<file path="config.mk">
export PLATFORM = sky130hd
export DESIGN_NAME = srv_icb_dec_buf
export DESIGN_NICKNAME = d
export VERILOG_FILES = /design/src/rtl/srv_icb_dec_buf.sv
export SDC_FILE = /design/constraint.sdc
export NUM_CORES = 1
export LEC_CHECK = 0
export ABC_CLOCK_PERIOD_IN_PS = 4200
export BUFFER_PORTS_ARGS = -buffer_cell sky130_fd_sc_hd__clkbuf_2
export CORE_UTILIZATION = 49
export CTS_BUF_LIST = sky130_fd_sc_hd__clkbuf_4 sky130_fd_sc_hd__clkbuf_8
export DETAILED_ROUTE_END_ITERATION = 8
export PLACE_DENSITY = 0.85
export SLEW_MARGIN = 20
export SYNTH_ARGS = -nofsm -noshare
export SYNTH_HDL_FRONTEND = slang
export SYNTH_SLANG_ARGS = --single-unit
</file>
<file path="constraint.sdc">
create_clock -name clk -period 4.2 [get_ports clk]
set_clock_uncertainty 0.15 [all_clocks]
set_input_delay 0.42 -clock clk [delete_from_list [all_inputs] [get_ports clk]]
set_output_delay 0.42 -clock clk [all_outputs]
set_load 0.01 [all_outputs]
</file>
<file path="src/rtl/srv_icb_dec_buf.sv">
// srv_icb_dec_buf: ICB ingress stage with address decode,
// command/response FIFOs and an outstanding-transaction limit.
module srv_icb_dec_buf #(
  parameter int G_DS_NUM    = 2,
  parameter int G_W_ADDR    = 32,
  parameter int G_W_DATA    = 32,
  parameter int G_CMD_DEPTH = 2,
  parameter int G_RSP_DEPTH = 2,
  parameter int G_MPX       = 2,
  parameter logic [G_W_ADDR-1:0] G_BASE [G_DS_NUM] =
    '{32'h0000_0000, 32'h1000_0000},
  parameter logic [G_W_ADDR-1:0] G_MASK [G_DS_NUM] =
    '{32'hF000_0000, 32'hF000_0000}
) (
  input  logic                  clk,
  input  logic                  reset_n,
  output logic                  active,
  output logic                  us_cmd_ready,
  input  logic                  us_cmd_valid,
  input  logic [G_W_ADDR-1:0]   us_cmd_addr,
  input  logic                  us_cmd_read,
  input  logic [G_W_DATA-1:0]   us_cmd_wdata,
  input  logic [G_W_DATA/8-1:0] us_cmd_wmask,
  input  logic                  us_resp_ready,
  output logic                  us_resp_valid,
  output logic [G_W_DATA-1:0]   us_resp_rdata,
  output logic                  us_resp_err,
  input  logic                  ds_cmd_ready,
  output logic                  ds_cmd_valid,
  output logic [G_DS_NUM-1:0]   ds_cmd_hit,
  output logic [G_W_ADDR-1:0]   ds_cmd_addr,
  output logic                  ds_cmd_read,
  output logic [G_W_DATA-1:0]   ds_cmd_wdata,
  output logic [G_W_DATA/8-1:0] ds_cmd_wmask,
  output logic                  ds_resp_ready,
  input  logic                  ds_resp_valid,
  input  logic [G_W_DATA-1:0]   ds_resp_rdata,
  input  logic                  ds_resp_err
);

  localparam int WM  = G_W_DATA / 8;
  localparam int CPW =
    (G_CMD_DEPTH > 1) ? $clog2(G_CMD_DEPTH) : 1;
  localparam int RPW =
    (G_RSP_DEPTH > 1) ? $clog2(G_RSP_DEPTH) : 1;
  localparam int CCW = $clog2(G_CMD_DEPTH + 1);
  localparam int RCW = $clog2(G_RSP_DEPTH + 1);
  localparam int OW  = $clog2(G_MPX + 1);

  localparam logic [CPW-1:0] CMD_LAST = CPW'(G_CMD_DEPTH - 1);
  localparam logic [RPW-1:0] RSP_LAST = RPW'(G_RSP_DEPTH - 1);
  localparam logic [CCW-1:0] CMD_FULL = CCW'(G_CMD_DEPTH);
  localparam logic [RCW-1:0] RSP_FULL = RCW'(G_RSP_DEPTH);
  localparam logic [OW-1:0]  OSD_MAX  = OW'(G_MPX);

  typedef struct packed {
    logic [G_DS_NUM-1:0] hit;
    logic [G_W_ADDR-1:0] addr;
    logic                read;
    logic [G_W_DATA-1:0] wdata;
    logic [WM-1:0]       wmask;
  } cmd_t;

  typedef struct packed {
    logic [G_W_DATA-1:0] rdata;
    logic                err;
  } rsp_t;

  cmd_t cmd_mem [G_CMD_DEPTH];
  rsp_t rsp_mem [G_RSP_DEPTH];
  cmd_t cmd_head;
  rsp_t rsp_head;

  logic [CPW-1:0] cmd_wp, cmd_rp;
  logic [RPW-1:0] rsp_wp, rsp_rp;
  logic [CCW-1:0] cmd_cnt;
  logic [RCW-1:0] rsp_cnt;
  logic [OW-1:0]  osd;
  logic           init;

  logic [G_DS_NUM-1:0] raw, hit;
  logic cmd_push, cmd_pop, rsp_push, rsp_pop;

  always_comb begin
    raw = '0;
    for (int k = 0; k < G_DS_NUM; k++)
      raw[k] = (us_cmd_addr & G_MASK[k]) == G_BASE[k];
  end

  // Lowest matching region wins on overlap.
  assign hit = raw & (~raw + 1'b1);

  assign cmd_push = us_cmd_valid & us_cmd_ready;
  assign cmd_pop  = ds_cmd_valid & ds_cmd_ready;
  assign rsp_push = ds_resp_valid & ds_resp_ready;
  assign rsp_pop  = us_resp_valid & us_resp_ready;

  always_ff @(posedge clk) begin
    if (!reset_n) begin
      init    <= 1'b0;
      cmd_wp  <= '0;
      cmd_rp  <= '0;
      cmd_cnt <= '0;
      rsp_wp  <= '0;
      rsp_rp  <= '0;
      rsp_cnt <= '0;
      osd     <= '0;
    end else begin
      init <= 1'b1;
      if (cmd_push)
        cmd_wp <= (cmd_wp == CMD_LAST) ? '0 : cmd_wp + 1'b1;
      if (cmd_pop)
        cmd_rp <= (cmd_rp == CMD_LAST) ? '0 : cmd_rp + 1'b1;
      if (cmd_push & ~cmd_pop)
        cmd_cnt <= cmd_cnt + 1'b1;
      else if (~cmd_push & cmd_pop)
        cmd_cnt <= cmd_cnt - 1'b1;
      if (rsp_push)
        rsp_wp <= (rsp_wp == RSP_LAST) ? '0 : rsp_wp + 1'b1;
      if (rsp_pop)
        rsp_rp <= (rsp_rp == RSP_LAST) ? '0 : rsp_rp + 1'b1;
      if (rsp_push & ~rsp_pop)
        rsp_cnt <= rsp_cnt + 1'b1;
      else if (~rsp_push & rsp_pop)
        rsp_cnt <= rsp_cnt - 1'b1;
      // Stray responses with nothing outstanding do not underflow.
      if (cmd_pop & ~rsp_push)
        osd <= osd + 1'b1;
      else if (~cmd_pop & rsp_push & (osd != '0))
        osd <= osd - 1'b1;
    end
  end

  always_ff @(posedge clk) begin
    if (cmd_push)
      cmd_mem[cmd_wp] <= {hit, us_cmd_addr, us_cmd_read,
                          us_cmd_wdata, us_cmd_wmask};
    if (rsp_push)
      rsp_mem[rsp_wp] <= {ds_resp_rdata, ds_resp_err};
  end

  assign cmd_head = cmd_mem[cmd_rp];
  assign rsp_head = rsp_mem[rsp_rp];

  assign us_cmd_ready  = init & (cmd_cnt != CMD_FULL);
  assign ds_cmd_valid  = (cmd_cnt != '0) & (osd != OSD_MAX);
  assign ds_resp_ready = init & (rsp_cnt != RSP_FULL);
  assign us_resp_valid = (rsp_cnt != '0);
  assign active = (cmd_cnt != '0) | (rsp_cnt != '0) |
                  (osd != '0);

  assign ds_cmd_hit    = cmd_head.hit;
  assign ds_cmd_addr   = cmd_head.addr;
  assign ds_cmd_read   = cmd_head.read;
  assign ds_cmd_wdata  = cmd_head.wdata;
  assign ds_cmd_wmask  = cmd_head.wmask;
  assign us_resp_rdata = rsp_head.rdata;
  assign us_resp_err   = rsp_head.err;

endmodule

</file>
==> results.cfg <==
[route]
routed_wl_mm = 18.0
post-route-drc-count = 0
vias = 4921
drt-wirelength-per-cell_microns = 18.3
avgViaCountPerCell = 5.00
ant_nets = 0
drtPass1Iterations = 6
drt_iter0_markers = 263

[power]
comb_power_share = 0.223
internal-power_mw = 4.19
leakagePower_nw = 4.23
ir_drop_mv = 0.358
p_clk_frac = 0.290
p_per_area_nw_per_um2 = 520
switching_share = 0.279
p_seq_frac = 0.487
p_total_mw = 5.81
p_sw_mw = 1.62

[logic_synthesis]
syn-num-nets = 505
synth_top_area_frac = 0.770
synthCells = 395
synthTopCellsByCount = edfxtp_1, mux2_2, dfxtp_1
synth_cell_types = 28
synth_area_leader_cell = edfxtp_1
synth_area_leaders = edfxtp_1, mux2_2, dfxtp_1
synth-seq-area-share = 0.802
netlist_area_sq_um = 8120
synth.ff_latch_count = 221
synth_flop_cell = edfxtp_1
async_reset_ff_frac = 0
synth.most_common_cell = edfxtp_1
yosys_warnings = 0
synth_enable_flop_cells = 208
avgSynthCellArea_sq_um = 20.5

[sta]
finalCritPeriodShare = 0.691
maxSlewHeadroom = 0.323
layout_setup_ws_ns = 1.30
holdWs_ns = 0.136
worst_pin_slew_ns = 1.01
fmax_ghz = 0.344
finalSetupViolCount = 0
slew_violations = 0
rsz0062_at_grt = false
finalHoldViolCount = 0
period_needed_ns = 2.90
tns_ns = 0

[finish]
fin_area_sq_um = 11200
fillCellCount = 1027
num-nets-final = 853
utilization = 0.697
multi_input_comb_area_sq_um = 1550
seqCellArea_sq_um = 6510
finalNonFillerCells = 984
area_growth_pct = 37.5
drive_gt1_frac = 0.503

[global_routing]
grt_pass1_wl_mm = 26.1
antenna_found_initial = 1
grt_max_degree = 72
overflow = 0
grt_usage = 0.207
grt_pass1_vias = 5292

[critical_path]
start_kind = flop
worstSetupPathType = reg -> out
cp.arrival_ns = 2.33
crit_path_max_fanout = 23
crit_path_end_kind = output port
worst-endpoint-required_ns = 3.63

[placed_design]
dp_slack_ns = 1.75
placed_area_sq_um = 9480
portBuffers = 216
dpl.cell_count = 818
dp_hpwl_mm = 10.6
gp_congestion = 0.763

[die]
die_height_microns = 131
die_w_microns = 131
initial_utilization = 0.507
pin_count = 217
core_area_sq_um = 16000
rows = 46
die-area_sq_um = 17100

[cts]
cts_sinks = 221
clk_pin_slew_worst_paths_ns = 0.06
cts-buffers-inserted = 36
cts_tree = built
clockBufferDepth = 3
clockRootBuffer = clkbuf_8
cts_max_level = 2
clk-insertion-delay-late_ns = 0.51

[job]
drv_cap = 0

[worst_hold_path]
hp-class = in -> reg

[status]
status = finished, final reports clean
## state kept, by name (all words and copies together), names as in the netlist, named ones only
name / count
cmd_rp: 1
osd: 2
cmd_wp: 1
rsp_rp: 1
rsp_mem: 66
init: 1
rsp_wp: 1
rsp_cnt: 2
cmd_cnt: 2
cmd_mem: 142
## power groups by stage
stage / registers [mW] / logic (mW) / clock network, mW
3_5_place_dp: 2.87 / 1.20 / 0
5_1_grt: 2.86 / 1.39 / 1.81
3_3_place_gp: 2.85 / 1.17 / 0
2_1_floorplan: 2.74 / 0.837 / 0
4_1_cts: 2.83 / 1.29 / 1.70
6_report: 2.83 / 1.30 / 1.68
## kinds of logic after synthesis
kind of cell | after synthesis | share of synthesized area
muxes | 104 | 0.144
xor gates and xnor gates | 8 | 0.00863
adders and majority gates | 2 | 0.00308
DFF | 221 | 0.802
and+or+nand+nor | 27 | 0.0203
buffers and inverters | 18 | 0.0102
AOI/OAI and AO/OA | 15 | 0.0119
## worst max-delay path: stages, from the launching register on
cell and delay [ns]:
dfxtp_1 0.97, buf_4 0.35, mux2_2 0.36, clkbuf_2 0.13
## path summary, 6_finish.rpt
kind	from	endpoint	slack [ns]	cells past startpoint
worst max-delay path	flop	us_resp_rdata[7]	1.30	3
worst min-delay path	us_resp_ready	flop	0.14	4
worst max register to register	cmd_cnt[0]$_SDFFE_PN0P_	cmd_mem[1][60]$_DFFE_PP_	1.77	3
worst min register to register	rsp_rp$_SDFFE_PN0P_	flop	0.38	2
## layout by cell type, fill, tap and decap left out, types with 2 or more instances in the layout
| cell | n |
|---|---|
| mux2_2 | 104 |
| buf_4 | 2 |
| clkinv_2 | 4 |
| clkbuf_2 | 216 |
| nor2_1 | 8 |
| ha_1 | 2 |
| and2_2 | 2 |
| o21ai_0 | 4 |
| xor2_1 | 5 |
| nand2_1 | 2 |
| clkbuf_8 | 37 |
| a21oi_1 | 6 |
| clkinvlp_4 | 2 |
| nor2_4 | 2 |
| edfxtp_1 | 208 |
| xnor2_1 | 3 |
| or3_1 | 4 |
| buf_12 | 2 |
| inv_1 | 4 |
| clkbuf_4 | 6 |
| clkinv_1 | 12 |
| dlygate4sd3_1 | 103 |
| o211ai_1 | 2 |
| dfxtp_1 | 12 |
## area by class of cell
cell class | count | share of cell area
flip-flops and latches | 221 | 0.583
repair buffers | 323 | 0.194
clock inverters | 19 | 0.00796
diodes | 1 | 0.000224
clock buffers | 43 | 0.0497
well taps | 216 | 0.0242
inverters | 5 | 0.00191
multi-input cells | 156 | 0.138
## repair_timing
item                      in CTS  in global routing
setup buffers                  0                  0
hold endpoints to repair     205                  0
gates resized for setup        0                  0
hold buffers                 103                  0
## layer usage
layer  GRT usage  vias to the layer above  part of all wire
met3      0.0566                       50             0.071
met4      0.0967                        0             0.029
met5           0                        -                 0
met1       0.213                     2398              0.37
met2       0.387                      224              0.53
li1            -                     2249                 -
Power figures use the tool's default switching activity.
